## config.mk

```make
export PLATFORM = sky130hd
export DESIGN_NAME = key_table_lookup
export DESIGN_NICKNAME = d
export VERILOG_FILES = /design/src/rtl/key_table_pkg.sv /design/src/rtl/key_table_fsm.sv /design/src/rtl/key_table_lookup.sv
export SDC_FILE = /design/constraint.sdc
export NUM_CORES = 1
export LEC_CHECK = 0
export ABC_AREA = 1
export BUFFER_PORTS_ARGS = -buffer_cell sky130_fd_sc_hd__buf_2
export CAP_MARGIN = 20
export CORE_MARGIN = 5
export CORE_UTILIZATION = 33
export DETAILED_ROUTE_END_ITERATION = 8
export PLACE_DENSITY = 0.6
export SYNTH_ARGS = -nofsm -noshare
export SYNTH_HDL_FRONTEND = slang
export SYNTH_SLANG_ARGS = --single-unit
```

## constraint.sdc

```tcl
create_clock -name clk -period 2.6 [get_ports clk]
set_input_delay 0.26 -clock clk [delete_from_list [all_inputs] [get_ports clk]]
set_output_delay 0.26 -clock clk [all_outputs]
set_load 0.01 [all_outputs]
```

## src/rtl/key_table_pkg.sv

```systemverilog
// Shared types for the key table lookup block.
// Op encodings, FSM states and the stored entry layout.
package key_table_pkg;

    localparam int DEF_KEY_W  = 128;
    localparam int DEF_DATA_W = 32;
    localparam int ENTRY_W    = 1 + DEF_KEY_W + DEF_DATA_W;

    typedef enum logic [1:0] {
        OP_LOOKUP = 2'b00,
        OP_INSERT = 2'b01,
        OP_DELETE = 2'b10,
        OP_RSVD   = 2'b11
    } op_e;

    typedef enum logic [2:0] {
        S_IDLE,
        S_READ,
        S_WAIT,
        S_CMP,
        S_WRITE,
        S_RESP
    } state_e;

    typedef struct packed {
        logic                  valid;
        logic [DEF_KEY_W-1:0]  key;
        logic [DEF_DATA_W-1:0] data;
    } entry_t;

endpackage

```

## src/rtl/key_table_fsm.sv

```systemverilog
// Sequencer for the key table: read, wait, compare, write, respond.
// Owns the read-latency counter and all memory/response strobes.
module key_table_fsm
    import key_table_pkg::*;
#(
    parameter int RD_LAT = 1
) (
    input  logic       clk,
    input  logic       reset,
    input  logic       req_valid,
    input  logic [1:0] req_op,
    input  logic [1:0] op_r,
    input  logic       hit,
    input  logic       entry_valid,
    output state_e     state,
    output logic       req_ready,
    output logic       capture,
    output logic       mem_rd_en,
    output logic       mem_wr_en,
    output logic       rsp_valid,
    output logic       rsp_err,
    output logic       drop_err
);

    localparam logic [2:0] LAST = 3'(RD_LAT - 1);

    logic [2:0] cnt;

    assign req_ready = (state == S_IDLE);
    assign capture   = (state == S_WAIT) && (cnt == LAST);

    // State sequencing with registered one-cycle strobes.
    always_ff @(posedge clk) begin
        if (reset) begin
            state     <= S_IDLE;
            cnt       <= '0;
            mem_rd_en <= 1'b0;
            mem_wr_en <= 1'b0;
            rsp_valid <= 1'b0;
            rsp_err   <= 1'b0;
            drop_err  <= 1'b0;
        end else begin
            mem_rd_en <= 1'b0;
            mem_wr_en <= 1'b0;
            rsp_valid <= 1'b0;
            rsp_err   <= 1'b0;
            if (req_valid && state != S_IDLE) begin
                drop_err <= 1'b1;
            end
            case (state)
                S_IDLE: begin
                    if (req_valid) begin
                        if (req_op == OP_RSVD) begin
                            state     <= S_RESP;
                            rsp_valid <= 1'b1;
                            rsp_err   <= 1'b1;
                        end else begin
                            state     <= S_READ;
                            mem_rd_en <= 1'b1;
                        end
                    end
                end
                S_READ: begin
                    state <= S_WAIT;
                    cnt   <= '0;
                end
                S_WAIT: begin
                    if (cnt == LAST) begin
                        state <= S_CMP;
                    end else begin
                        cnt <= cnt + 3'd1;
                    end
                end
                S_CMP: begin
                    case (op_r)
                        OP_INSERT: begin
                            if (!entry_valid || hit) begin
                                state     <= S_WRITE;
                                mem_wr_en <= 1'b1;
                            end else begin
                                state     <= S_RESP;
                                rsp_valid <= 1'b1;
                                rsp_err   <= 1'b1;
                            end
                        end
                        OP_DELETE: begin
                            if (hit) begin
                                state     <= S_WRITE;
                                mem_wr_en <= 1'b1;
                            end else begin
                                state     <= S_RESP;
                                rsp_valid <= 1'b1;
                            end
                        end
                        default: begin
                            state     <= S_RESP;
                            rsp_valid <= 1'b1;
                        end
                    endcase
                end
                S_WRITE: begin
                    state     <= S_RESP;
                    rsp_valid <= 1'b1;
                end
                S_RESP: begin
                    state <= S_IDLE;
                end
                default: begin
                    state <= S_IDLE;
                end
            endcase
        end
    end

endmodule

```

## src/rtl/key_table_lookup.sv

```systemverilog
// Single-entry-per-bucket key table: lookup, insert, delete.
// Holds request/entry registers and the full-width key comparator.
module key_table_lookup
    import key_table_pkg::*;
#(
    parameter int ADDR_W = 20,
    parameter int KEY_W  = DEF_KEY_W,
    parameter int DATA_W = DEF_DATA_W,
    parameter int RD_LAT = 1
) (
    input  logic                       clk,
    input  logic                       reset,
    input  logic                       req_valid,
    output logic                       req_ready,
    input  logic [1:0]                 req_op,
    input  logic [ADDR_W-1:0]          req_addr,
    input  logic [KEY_W-1:0]           req_key,
    input  logic [DATA_W-1:0]          req_data,
    output logic                       mem_rd_en,
    output logic [ADDR_W-1:0]          mem_rd_addr,
    input  logic [KEY_W+DATA_W:0]      mem_rd_data,
    output logic                       mem_wr_en,
    output logic [ADDR_W-1:0]          mem_wr_addr,
    output logic [KEY_W+DATA_W:0]      mem_wr_data,
    output logic                       rsp_valid,
    output logic                       rsp_hit,
    output logic                       rsp_err,
    output logic [DATA_W-1:0]          rsp_data,
    output logic                       drop_err
);

    localparam int EW = 1 + KEY_W + DATA_W;

    logic [1:0]        op_r;
    logic [ADDR_W-1:0] addr_r;
    logic [KEY_W-1:0]  key_r;
    logic [DATA_W-1:0] data_r;
    logic [EW-1:0]     entry_r;
    logic              hit_r;
    logic              hit;
    logic              capture;
    logic              accept;
    state_e            state;

    wire              entry_valid = entry_r[EW-1];
    wire [KEY_W-1:0]  entry_key   = entry_r[EW-2 -: KEY_W];
    wire [DATA_W-1:0] entry_data  = entry_r[DATA_W-1:0];

    assign accept = req_valid && req_ready;
    assign hit    = entry_valid && (entry_key == key_r);

    key_table_fsm #(
        .RD_LAT(RD_LAT)
    ) u_fsm (
        .clk        (clk),
        .reset      (reset),
        .req_valid  (req_valid),
        .req_op     (req_op),
        .op_r       (op_r),
        .hit        (hit),
        .entry_valid(entry_valid),
        .state      (state),
        .req_ready  (req_ready),
        .capture    (capture),
        .mem_rd_en  (mem_rd_en),
        .mem_wr_en  (mem_wr_en),
        .rsp_valid  (rsp_valid),
        .rsp_err    (rsp_err),
        .drop_err   (drop_err)
    );

    // Request capture, RAM entry capture and registered compare result.
    always_ff @(posedge clk) begin
        if (reset) begin
            op_r    <= '0;
            addr_r  <= '0;
            key_r   <= '0;
            data_r  <= '0;
            entry_r <= '0;
            hit_r   <= 1'b0;
        end else begin
            if (accept) begin
                op_r   <= req_op;
                addr_r <= req_addr;
                key_r  <= req_key;
                data_r <= req_data;
                hit_r  <= 1'b0;
            end
            if (capture) begin
                entry_r <= mem_rd_data;
            end
            if (state == S_CMP) begin
                hit_r <= hit;
            end
        end
    end

    assign mem_rd_addr = addr_r;
    assign mem_wr_addr = addr_r;
    assign mem_wr_data = (mem_wr_en && op_r == OP_INSERT)
                       ? {1'b1, key_r, data_r} : '0;
    assign rsp_hit     = rsp_valid && hit_r;
    assign rsp_data    = (rsp_valid && hit_r) ? entry_data : '0;

endmodule

```

* Word-level counts from Yosys, hierarchy flattened
Cells that the tools add are included.
** Storage, ports and cells
- Input bits :: 346
- Output and inout bits :: 240
- Logic and storage cells :: 70
- Register bits :: 355
** Operators by class
- Multiplexer cells :: 25
- Reduce and logical (&&, ||, !) cells :: 17
- Equality and inequality tests :: 11
- Bitwise gates (word level) :: 3
- Add/sub/neg operators :: 1
** Operator list (count)
- 161-bit 2-to-1 mux :: 1
- 128-bit equality test :: 1
- 32-bit 2-to-1 mux :: 1
- 3-bit one-hot mux with 5 select lines :: 1
- 1-bit 2-to-1 mux :: 12
- 3-bit 2-to-1 mux :: 4
- 3-bit one-hot mux with 2 select lines :: 2
- 3-bit by 2-bit equality test with 1-bit output (second input constant) :: 2
- 1-bit logical AND :: 6
- 3-bit zero test :: 2
- 2-bit != test (second input constant) :: 3
- 1-bit one-hot mux with 2 select lines :: 3
- 2-bit equality test (second input constant) :: 2
- 2-bit AND reduction :: 2
- 2-bit nonzero test :: 2
- 3-bit by 1-bit adder with 3-bit output (second input constant) :: 1
- 3-bit by 1-bit equality test with 1-bit output (second input constant) :: 1
- 3-bit equality test (second input constant) :: 1
- 1-bit inverter :: 3
- 1-bit one-hot mux with 3 select lines :: 1
- 3-bit nonzero test :: 1
- 3-bit OR reduction :: 1
- 2-bit by 1-bit equality test with 1-bit output (second input constant) :: 1
- 2-bit OR reduction :: 1
- 2 further kinds :: 2

* Depth between registers and ports, before layout
- Depth in word-level cells :: 6
- Depth in mapped cells :: 16
- Depth with buffers taken out :: 16

* By module
A second synthesis with hierarchy kept.
** Second synthesis, totals
- Cells, all modules :: 2393
- Area, all modules :: 16195.5 µm²
** By module, submodules not included
- key_table_lookup :: cells an instance 2302, instances 1, seq. area each 6886.6 µm², area an instance 15579.9 µm²
- key_table_fsm :: cells an instance 91, instances 1, seq. area each 220.2 µm², area an instance 615.6 µm²

* Worst setup path before layout
No wires, ideal clock.
- Path kind :: reg-to-output
- Start point :: register op_r[1]
- End point :: output mem_wr_data[160]
- Path buffers :: 2
- Data arrival time :: 1.391 ns
- Data required time :: 2.340 ns
- Path slack :: 0.949 ns
- Cell stages (with the launch flop) :: 7
- Path through :: dfxtp_1 > inv_1 > ha_1 > nand2_1 > clkbuf_1 > clkbuf_1 > inv_1
** Between the ends
- Cells in the longest elaborated chain, start to end :: 3
** Ends and longest elaborated chain
- from (decl) :: line key_table_lookup.sv:34 : logic [1:0] op_r;
- from (signal assigned) :: line key_table_lookup.sv:83 : op_r <= req_op;
- 2-bit by 1-bit equality test with 1-bit output :: line key_table_lookup.sv:100 : assign mem_wr_data = (mem_wr_en && op_r == OP_INSERT)
- 1-bit logical AND :: line key_table_lookup.sv:100
- 161-bit 2-to-1 mux :: line key_table_lookup.sv:101 : ? {1'b1, key_r, data_r} : '0;
- to (decl) :: line key_table_lookup.sv:24 : output logic [KEY_W+DATA_W:0] mem_wr_data,
No other way between the ends.

* Final worst setup path
- Start point :: register op_r[1]
- End point :: output mem_wr_data[149]
Same word-level chain as after synthesis.

==> impl_metrics.tcl <==
set metrics [dict create \
    drive_gt1_share_pct 24.5 \
    tns_ns 0 \
    run_status "completed" \
    cts_sinks 355 \
    synth_edf_count 0 \
    synth_top_area_share_pct 46.5 \
    clock_latency_ns 0.54 \
    preCtsSetupSlack_ns 0.249 \
    yosysWarnings 0 \
    vias 16700 \
    fmax_ghz 0.421 \
    ys_seq_area_share_pct 46.5 \
    synth_ff_type "dfxtp_1" \
    worst_slack_ns 0.225 \
    cp.required_ns 2.34 \
    grt_max_degree 100 \
    async_reset_ff_share_pct 0 \
    grt_setup_unrepaired "false" \
    reg2reg_from "key_r[74]" \
    pwr-share-clk_pct 34.4 \
    dp.final_hpwl_um 44200 \
    syn_inst 2108 \
    synth_nets 2458 \
    wl_um 62600 \
    dr.pass1.iters 5 \
    rows 78 \
    design.core.area_um2 45600 \
    fin_crit_ns 2.37 \
    fillers 4408 \
    worstSetupStartpointType "flop" \
    ys_ff_latch 355 \
    critPathMaxFanout 99 \
    areaGrowthSynthToFinish_pct 47.9 \
    grt_antenna_before_repair 7 \
    hold_start "mem_rd_data[45]" \
    setup_violations 0 \
    finalMaxSlewViolations 0 \
    die_h_um 225 \
    cts_buffers 41 \
    power.switching_mw 5.49 \
    die-area_um2 50700 \
    finClkSkew_ns 0.00902 \
    leakagePower_nw 10.1 \
    nNetsFinal 3229 \
    clockBufferDepth 3 \
    p_comb_share_pct 25.6 \
    crit_type "flop to output pin" \
    slew_headroom_pct 59.8 \
    arrival_ns 2.11 \
    startpoint "op_r[1]" \
    powerDensity_nw_per_um2 759 \
    cts_root_buf "clkbuf_16" \
    start_util_pct 33.5 \
    clkTransAtPathRegs_ns 0.06 \
    synth_area_leaders "dfxtp_1, nor2_1, o21ai_0, a21oi_1, xnor2_1" \
    wl_per_cell_um 17.8 \
    grt_pass1_wl_um 94500 \
    drtIter0Drc 1026 \
    ys_types 26 \
    p_int_mw 11.7 \
    post-route-period-util_pct 91.3 \
    via_per_inst 4.74 \
    synth_common_cells "nor2_1, dfxtp_1, o21ai_0" \
    ant_nets 0 \
    ctsHtreeMaxLevel 2 \
    yosysTopAreaCell "dfxtp_1" \
    hp-class "input port to flop" \
    worstMarginPinSlew_ns 0.597 \
    crit_path_end_kind "output pin" \
    seqPwrFrac_pct 40.0 \
    io_pins 586 \
    p_sw_share_pct 32.0 \
    overflow 0 \
    hold_viol 0 \
    io_buffers 585 \
    globalRouteTotalUtil_pct 23.5 \
    cts_setup_buffers 0 \
    gp_congestion 0.889 \
    max_cap_violations 0 \
    synth_area_um2 15300 \
    cts_tree "built" \
    die_w_um 225 \
    peakVddDrop_v 0.000392 \
    synth_most_common_cell "nor2_1" \
    grt_pass1_vias 17100 \
    drc 0 \
    synth_area_per_cell_um2 7.25 \
]
sequential cells by signal, indices dropped and copies added (netlist names):
signal and count:
u_fsm.mem_wr_en 1, key_r 128, u_fsm.mem_rd_en 1, data_r 32, u_fsm.cnt 3, u_fsm.state 3, hit_r 1, u_fsm.drop_err 1
u_fsm.rsp_valid 1, op_r 2, entry_r 161, u_fsm.rsp_err 1, mem_rd_addr 20
area by class of cell:
| type | count | area (um^2) | share of cell area, % |
|---|---|---|---|
| timing repair buffer | 881 | 5960 | 26.4 |
| antenna | 6 | 15.0 | 0.0665 |
| sequential | 355 | 7110 | 31.5 |
| multi-input combinational | 1363 | 6490 | 28.7 |
| inverter | 237 | 900 | 3.98 |
| clock buffer | 60 | 1200 | 5.30 |
| clock inverter | 12 | 169 | 0.748 |
| tap | 600 | 751 | 3.32 |
metal layers:
metal | vias to the layer above | global-route usage (%) | routed length, um
li1 | 8145 | - | -
met1 | 7722 | 28.9 | 25800
met2 | 637 | 40.6 | 30200
met3 | 146 | 4.81 | 4250
met4 | 4 | 9.12 | 2360
met5 | - | 0 | 27
stage by stage:
| stage | util [%] | std cells | hold WS (ns) | power, mW | cell area [um^2] |
|---|---|---|---|---|---|
| after global placement | 40.7 | 3173 | 0.438 | 11.0 | 18600 |
| after global routing | 49.6 | 3512 | 0.0205 | 18.2 | 22600 |
| final | 49.6 | 3514 | 0.0217 | 17.2 | 22600 |
| after floorplan | - | 2108 | 0.403 | 9.56 | 15300 |
| after detailed placement | 40.7 | 3173 | 0.444 | 11.1 | 18600 |
| after CTS | 49.5 | 3507 | 0.000300 | 17.3 | 22500 |
critical path, cell delays in order, from the launching register on:
cell and delay (ns):
dfxtp_1 0.36, inv_1 0.05, ha_1 0.24, nand2_4 0.11, buf_12 0.38, nor2_1 0.17
buf_2 0.19
power by group through the flow:
stage	Combinational (mW)	Sequential (mW)	Clock, mW
finish	4.38	6.87	5.90
global route	4.94	6.97	6.27
CTS	4.42	6.86	6.04
detailed placement	4.07	6.98	0
global placement	4.04	6.94	0
floorplan	2.70	6.87	0
final timing paths:
| kind | endpoint | slack [ns] | cells past startpoint |
|---|---|---|---|
| setup / recovery | mem_wr_data[149] | 0.23 | 6 |
| hold / removal | entry_r[45] | 0.02 | 3 |
| setup reg to reg | u_fsm.state[0] | 0.34 | 14 |
| hold reg to reg | entry_r[4] | 0.45 | 2 |
placed cells by master (no fill, tap or decap), types with 3 or more instances in the layout:
cell type	Yosys	routed
a211oi_1	3	3
a21oi_1	246	246
buf_12	0	11
buf_2	13	585
buf_4	29	22
bufinv_16	0	4
clkbuf_1	90	9
clkbuf_16	0	41
clkbuf_8	0	10
clkinv_2	0	5
dfxtp_1	355	355
diode_2	0	6
dlygate4sd3_1	0	262
ha_1	4	4
inv_1	217	217
inv_2	20	18
nand2_1	214	213
nand3_1	5	5
nor2_1	451	451
nor3_1	3	3
o21ai_0	302	302
o21ai_1	22	22
xnor2_1	104	103
repair_timing:
item | in CTS | in global routing
setup endpoints to repair | 0 | 1
hold buffers | 262 | 0
endpoints found under the hold margin | 262 | 0
gates resized for setup | 0 | 1
kinds of logic after synthesis:
group	Yosys count	share of synthesized area [%]
compound gates	575	18.9
xor+xnor	104	5.96
fa+ha+maj	4	0.328
buf+inv	390	11.2
flops	355	46.5
simple gates	680	17.0
No activity file was read; power rests on OpenSTA's default activity.
